`config.mk`:
```
export PLATFORM = sky130hd
export DESIGN_NAME = n64_pi_master
export DESIGN_NICKNAME = d
export VERILOG_FILES = /design/src/rtl/n64_pi_master.sv
export SDC_FILE = /design/constraint.sdc
export NUM_CORES = 1
export LEC_CHECK = 0
export ABC_AREA = 1
export BUFFER_PORTS_ARGS = -buffer_cell sky130_fd_sc_hd__buf_4
export CORE_MARGIN = 3
export CORE_UTILIZATION = 38
export CTS_BUF_LIST = sky130_fd_sc_hd__clkbuf_4
export DETAILED_ROUTE_END_ITERATION = 10
export GPL_ROUTABILITY_DRIVEN = 0
export PLACE_DENSITY = 0.63
export SLEW_MARGIN = 20
export SYNTH_ARGS = -nofsm -noshare
export SYNTH_HDL_FRONTEND = slang
export SYNTH_SLANG_ARGS = --single-unit
```
`constraint.sdc`:
```
create_clock -name clock -period 2.3 [get_ports clock]
set_input_delay 0.23 -clock clock [delete_from_list [all_inputs] [get_ports clock]]
set_output_delay 0.23 -clock clock [all_outputs]
set_load 0.05 [all_outputs]
```
`src/rtl/n64_pi_master.sv`:
```
// n64_pi_master: initiator for the N64 parallel-interface cart bus.
// Drives the ALEH/ALEL address phases and READ_n strobes for a burst read.
// Each sampled halfword comes back on a single-entry valid/ready response register.
//
// state     | meaning
// ----------+-----------------------------------------------------------
// S_IDLE    | waiting for a command, cmdReady high
// S_ADDR_HI | aleh=alel=1, AD drives addr[31:16] for T_ALE cycles
// S_ADDR_LO | alel=1, AD drives addr[15:0] for T_ALE cycles
// S_ALE_END | alel falls, AD still driven for one cycle
// S_LAT     | AD released, cart access latency of T_LAT cycles
// S_RD_LO   | READ_n low for T_RDL cycles, AD sampled on the last one
// S_RD_HI   | READ_n high for at least T_RDH cycles, stretched by backpressure
// S_FIN     | one-cycle done pulse, last response already accepted
module n64_pi_master #(
  parameter int T_ALE = 4,
  parameter int T_LAT = 8,
  parameter int T_RDL = 6,
  parameter int T_RDH = 4,
  parameter int LEN_W = 9
) (
  input  logic             clock,
  input  logic             reset,
  input  logic             io_cmdValid,
  output logic             io_cmdReady,
  input  logic [31:0]      io_cmdAddr,
  input  logic [LEN_W-1:0] io_cmdLen,
  output logic             io_rspValid,
  input  logic             io_rspReady,
  output logic [15:0]      io_rspData,
  output logic             io_rspLast,
  output logic             io_busy,
  output logic             io_done,
  output logic [15:0]      io_adOut,
  output logic             io_adOe,
  input  logic [15:0]      io_adIn,
  output logic             io_aleh,
  output logic             io_alel,
  output logic             io_readn
);

  typedef enum logic [2:0] {
    S_IDLE, S_ADDR_HI, S_ADDR_LO, S_ALE_END, S_LAT, S_RD_LO, S_RD_HI, S_FIN
  } state_t;

  state_t             state_q, state_d;
  logic [7:0]         cnt_q, cnt_d;
  logic [31:0]        addr_q, addr_d;
  logic [LEN_W-1:0]   rem_q, rem_d;
  logic               rsp_valid_q, rsp_valid_d;
  logic [15:0]        rsp_data_q, rsp_data_d;
  logic               rsp_last_q, rsp_last_d;
  logic               cmd_ready_q, cmd_ready_d;
  logic               busy_q, busy_d;
  logic               done_q, done_d;
  logic [15:0]        ad_out_q, ad_out_d;
  logic               ad_oe_q, ad_oe_d;
  logic               aleh_q, aleh_d;
  logic               alel_q, alel_d;
  logic               readn_q, readn_d;
  logic               cnt_done;
  logic               rsp_free;

  // Phase length minus one, loaded into the down-counter on state entry.
  function automatic logic [7:0] phase_len(input state_t s);
    case (s)
      S_ADDR_HI, S_ADDR_LO: phase_len = 8'(T_ALE - 1);
      S_LAT:                phase_len = 8'(T_LAT - 1);
      S_RD_LO:              phase_len = 8'(T_RDL - 1);
      S_RD_HI:              phase_len = 8'(T_RDH - 1);
      default:              phase_len = 8'd0;
    endcase
  endfunction

  // State, datapath and registered bus outputs.
  always_ff @(posedge clock or negedge reset) begin
    if (!reset) begin
      state_q     <= S_IDLE;
      cnt_q       <= '0;
      addr_q      <= '0;
      rem_q       <= '0;
      rsp_valid_q <= 1'b0;
      rsp_data_q  <= '0;
      rsp_last_q  <= 1'b0;
      cmd_ready_q <= 1'b0;
      busy_q      <= 1'b0;
      done_q      <= 1'b0;
      ad_out_q    <= '0;
      ad_oe_q     <= 1'b0;
      aleh_q      <= 1'b0;
      alel_q      <= 1'b0;
      readn_q     <= 1'b1;
    end else begin
      state_q     <= state_d;
      cnt_q       <= cnt_d;
      addr_q      <= addr_d;
      rem_q       <= rem_d;
      rsp_valid_q <= rsp_valid_d;
      rsp_data_q  <= rsp_data_d;
      rsp_last_q  <= rsp_last_d;
      cmd_ready_q <= cmd_ready_d;
      busy_q      <= busy_d;
      done_q      <= done_d;
      ad_out_q    <= ad_out_d;
      ad_oe_q     <= ad_oe_d;
      aleh_q      <= aleh_d;
      alel_q      <= alel_d;
      readn_q     <= readn_d;
    end
  end

  // Next state, phase timer, command capture and response register.
  always_comb begin
    state_d     = state_q;
    addr_d      = addr_q;
    rem_d       = rem_q;
    rsp_valid_d = rsp_valid_q && !io_rspReady;
    rsp_data_d  = rsp_data_q;
    rsp_last_d  = rsp_last_q;
    cnt_done    = (cnt_q == 8'd0);
    rsp_free    = !rsp_valid_q || io_rspReady;
    unique case (state_q)
      S_IDLE: begin
        if (io_cmdValid && cmd_ready_q) begin
          state_d = S_ADDR_HI;
          addr_d  = io_cmdAddr & 32'hFFFF_FFFE;
          rem_d   = io_cmdLen;
        end
      end
      S_ADDR_HI: if (cnt_done) state_d = S_ADDR_LO;
      S_ADDR_LO: if (cnt_done) state_d = S_ALE_END;
      S_ALE_END: state_d = S_LAT;
      S_LAT: begin
        if (cnt_done) state_d = (rem_q == '0) ? S_FIN : S_RD_LO;
      end
      S_RD_LO: begin
        if (cnt_done) begin
          rsp_valid_d = 1'b1;
          rsp_data_d  = io_adIn;
          rsp_last_d  = (rem_q == LEN_W'(1));
          rem_d       = rem_q - LEN_W'(1);
          state_d     = S_RD_HI;
        end
      end
      S_RD_HI: begin
        // READ_n stays high until the response slot can take the next sample.
        if (cnt_done && rsp_free) state_d = (rem_q == '0) ? S_FIN : S_RD_LO;
      end
      S_FIN:   state_d = S_IDLE;
      default: state_d = S_IDLE;
    endcase
    if (state_d != state_q) cnt_d = phase_len(state_d);
    else if (!cnt_done)     cnt_d = cnt_q - 8'd1;
    else                    cnt_d = cnt_q;
  end

  // Bus strobes decoded from the next state so the pins change with the state.
  always_comb begin
    aleh_d      = (state_d == S_ADDR_HI);
    alel_d      = (state_d == S_ADDR_HI) || (state_d == S_ADDR_LO);
    ad_oe_d     = alel_d || (state_d == S_ALE_END);
    readn_d     = (state_d != S_RD_LO);
    busy_d      = (state_d != S_IDLE);
    done_d      = (state_d == S_FIN);
    cmd_ready_d = (state_d == S_IDLE);
    ad_out_d    = ad_out_q;
    if (state_d == S_ADDR_HI)      ad_out_d = addr_d[31:16];
    else if (state_d == S_ADDR_LO) ad_out_d = addr_d[15:0];
  end

  assign io_cmdReady = cmd_ready_q;
  assign io_rspValid = rsp_valid_q;
  assign io_rspData  = rsp_data_q;
  assign io_rspLast  = rsp_last_q;
  assign io_busy     = busy_q;
  assign io_done     = done_q;
  assign io_adOut    = ad_out_q;
  assign io_adOe     = ad_oe_q;
  assign io_aleh     = aleh_q;
  assign io_alel     = alel_q;
  assign io_readn    = readn_q;

endmodule

```
==> run summary <==
DRT iter0 DRCs = 197
Fillers = 1025
CTS Sinks = 93
DR vias = 3843
n_diodes = 0
capturing element type of the critical path = flop
crit path launch type = flop
relative slew slack = 52.9%
syn avg cell area = 8.52 um2
average wire per standard cell = 13.2 um
Pwr Density = 1590 mW/mm2
Fmax = 466 MHz
remaining routing DRC violations = 0
status = complete, no violations
CP max-delay cell = dfrtp_1
I/O Buffers = 100
Setup Crit Path Kind = reg2reg
clock-pin slew on the worst setup and hold paths = 0.14 ns
FF+latch count, synth = 93
peak fanout along the critical path = 7
Setup WS post-layout = 0.153 ns
number of synthesized flops with an enable pin = 0
GRT overflow = 0
Max H-tree Level = 3
biggest cell delay along the critical path = 0.40 ns
estimated wirelength of the detail-placed design = 7.03 mm
largest net degree at the start of global routing = 55
Hold Slack = 0.0266 ns
antenna-violating nets left = 0
crit-path cells = inv_2, ha_2, inv_1, nor2_2, nand2_2, nor2_4, nand2_1, nand2_1, nand2_1, nand3_4, nand2_2, nor2_4, clkbuf_16, nand2_1, o211ai_1, nand2_1
first-pass GRT wire length = 17.6 mm
FP Rows = 38
finished layout cell area = 0.00599 mm2
syn nets = 582
vias in the first global route = 3847
Post-Syn Instances = 517
CTS Root Buffer Type = clkbuf_4
Final Util = 54.1%
share of cells above drive strength 1 = 27.4%
mapped cell area = 0.00440 mm2
leakage power = 3.10 nW
Slew @ Worst Pin = 0.706 ns
Final Slew Violations = 0
die area = 0.0129 mm2
endpoints failing setup = 0
nets@finish = 734
CTS Buf Count = 9
Final Hold Viols = 0
data required time of the worst path = 2.64 ns
synthesis-to-layout area growth = 36.0%
Die H = 114 um
pre-CTS setup slack = 0.137 ns
RSZ-0062 raised after global routing = yes
final critical-path required period = 2.15 ns
warnings from Yosys = 0
GRT Overall Usage = 16.8%
Vias per Instance = 4.72
antenna violations before repair = 0
clock skew = 0.0126 ns
commonest register cell after synthesis = dfrtp_1
period utilization = 93.3%
Initial DRT Pass Iterations = 4
worst skew pair latency = 0.44 ns
arrival time at the worst endpoint = 2.49 ns
worst vdd ir = 967 uV
Top Ports = 102
CTS tree = built
Cell variety after synth = 37
Max Cap Viol = 0
total wire length = 10.8 mm
worst hold path class = in2reg
cell mode on critical path = nand2_1
core area = 0.0111 mm2
Async SR Flop Fraction = 100%
initial core utilization = 39.8%
clk buf depth = 2
Die X = 114 um
DP Area = 0.00537 mm2
post-synthesis sequential area ratio = 52.9%
## repair_timing
item / in CTS / in global routing
hold buffers: 34 / 0
resized for setup: 0 / 7
setup buffers: 0 / 8
endpoints found under the setup margin: 0 / 20
hold endpoints to repair: 85 / 0
## worst max-delay path, delay by kind of cell, from the launching register on
| kind | cells | cell delay [ns] |
|---|---|---|
| AO/OA/AOI/OAI | 1 | 0.08 |
| adder cells (fa/ha/maj) | 1 | 0.19 |
| buffers and inverters | 3 | 0.33 |
| flip-flops | 1 | 0.40 |
| AND/OR/NAND/NOR | 11 | 1.07 |
## final timing paths
path | slack (ns) | start | endpoint | depth (start not counted)
max | 0.15 | cnt_q[0]$_DFFE_PN0P_ | io_adOut[11]$_DFFE_PN0P_ | 16
min | 0.03 | io_cmdAddr[15] | addr_q[15]$_DFF_PN0_ | 3
max reg2reg | 0.15 | cnt_q[0]$_DFFE_PN0P_ | io_adOut[11]$_DFFE_PN0P_ | 16
min reg2reg | 0.50 | io_rspData[1]$_DFFE_PN0P_ | io_rspData[1]$_DFFE_PN0P_ | 2
max in group asynchronous | 1.27 | reset | io_rspData[3]$_DFFE_PN0P_ | 3
min in group asynchronous | 0.37 | reset | io_rspData[5]$_DFFE_PN0P_ | 2
## cell usage in the layout, fill, tap and decap left out, drive strengths merged
cell type | synthesis | final
nand2 | 214 | 214
buf | 10 | 121
dfrtp | 92 | 92
inv | 53 | 54
dlygate4sd3 | 0 | 34
nor2 | 33 | 33
o21ai | 20 | 20
a21oi | 17 | 17
o211ai | 17 | 17
nand3 | 16 | 16
and2 | 14 | 14
clkbuf | 6 | 13
xor2 | 6 | 6
nand4 | 4 | 4
ha | 4 | 4
o22ai | 3 | 3
clkinvlp | 0 | 3
nor3 | 3 | 3
mux2i | 1 | 1
a21boi | 1 | 1
nor4 | 1 | 1
a22oi | 1 | 1
clkinv | 0 | 1
dfstp | 1 | 1
## sequential cells by signal (all words and copies together) (netlist names)
register,count
addr_q,32
cnt_q,8
io_adOe,1
io_adOut,16
io_aleh,1
io_alel,1
io_busy,1
io_cmdReady,1
io_done,1
io_readn,1
io_rspData,16
io_rspLast,1
io_rspValid,1
rem_q,9
state_q,3
## Yosys cell counts (all sizes together), types with 3 or more instances
cell | n | share of area, %
clkbuf | 6 | 0.51
xor2 | 6 | 1.4
dfrtp | 92 | 52
nand2 | 214 | 19
o21ai | 20 | 2.3
ha | 4 | 1.1
a21oi | 17 | 2.0
o22ai | 3 | 0.43
buf | 10 | 1.6
nand3 | 16 | 2.9
nand4 | 4 | 0.57
and2 | 14 | 2.0
nor3 | 3 | 0.71
o211ai | 17 | 3.2
nor2 | 33 | 4.0
inv | 53 | 4.6
## final cells by class
type	count	area, um2	area share (%)
Multi-Input combinational cell	355	1800	30.0
Timing Repair Buffer	157	1360	22.7
Tap cell	140	175	2.93
Sequential cell	93	2330	38.9
Inverter	53	206	3.45
Clock inverter	5	36.3	0.606
Clock buffer	11	82.6	1.38
## logic make-up after synthesis
group                    after synthesis  share of synthesized area (%)
AO/OA/AOI/OAI                         59                           8.27
multiplexers                           1                          0.227
AND/OR/NAND/NOR                      285                           29.4
XOR/XNOR                               6                           1.36
flip-flops                            93                           52.9
buffers and inverters                 69                           6.76
adder cells (fa/ha/maj)                4                           1.14
## metrics by stage
stage	cells	setup TNS (ns)	total power, mW
after floorplan	517	0	6.70
after global placement	754	0	7.99
after detailed placement	754	0	8.11
after CTS	804	0	8.99
after global routing	814	-0.313	10.4
final	814	0	9.54
## routing by layer
| metal | up-vias | global-route usage, % | wire length (um) |
|---|---|---|---|
| met5 | - | 0 | 0 |
| met4 | 0 | 5.05 | 105 |
| met3 | 7 | 2.97 | 619 |
| met2 | 94 | 29.0 | 5290 |
| met1 | 1807 | 21.6 | 4760 |
| li1 | 1935 | - | - |
## power by group
part / total [mW] / internal (mW) / switching, mW
sequential: 2.80 / 2.42 / 0.379
combinational: 5.94 / 2.21 / 3.73
clock: 0.806 / 0.249 / 0.557
total: 9.54 / 4.88 / 4.67
Note: power is estimated with default switching activity, not from simulation.
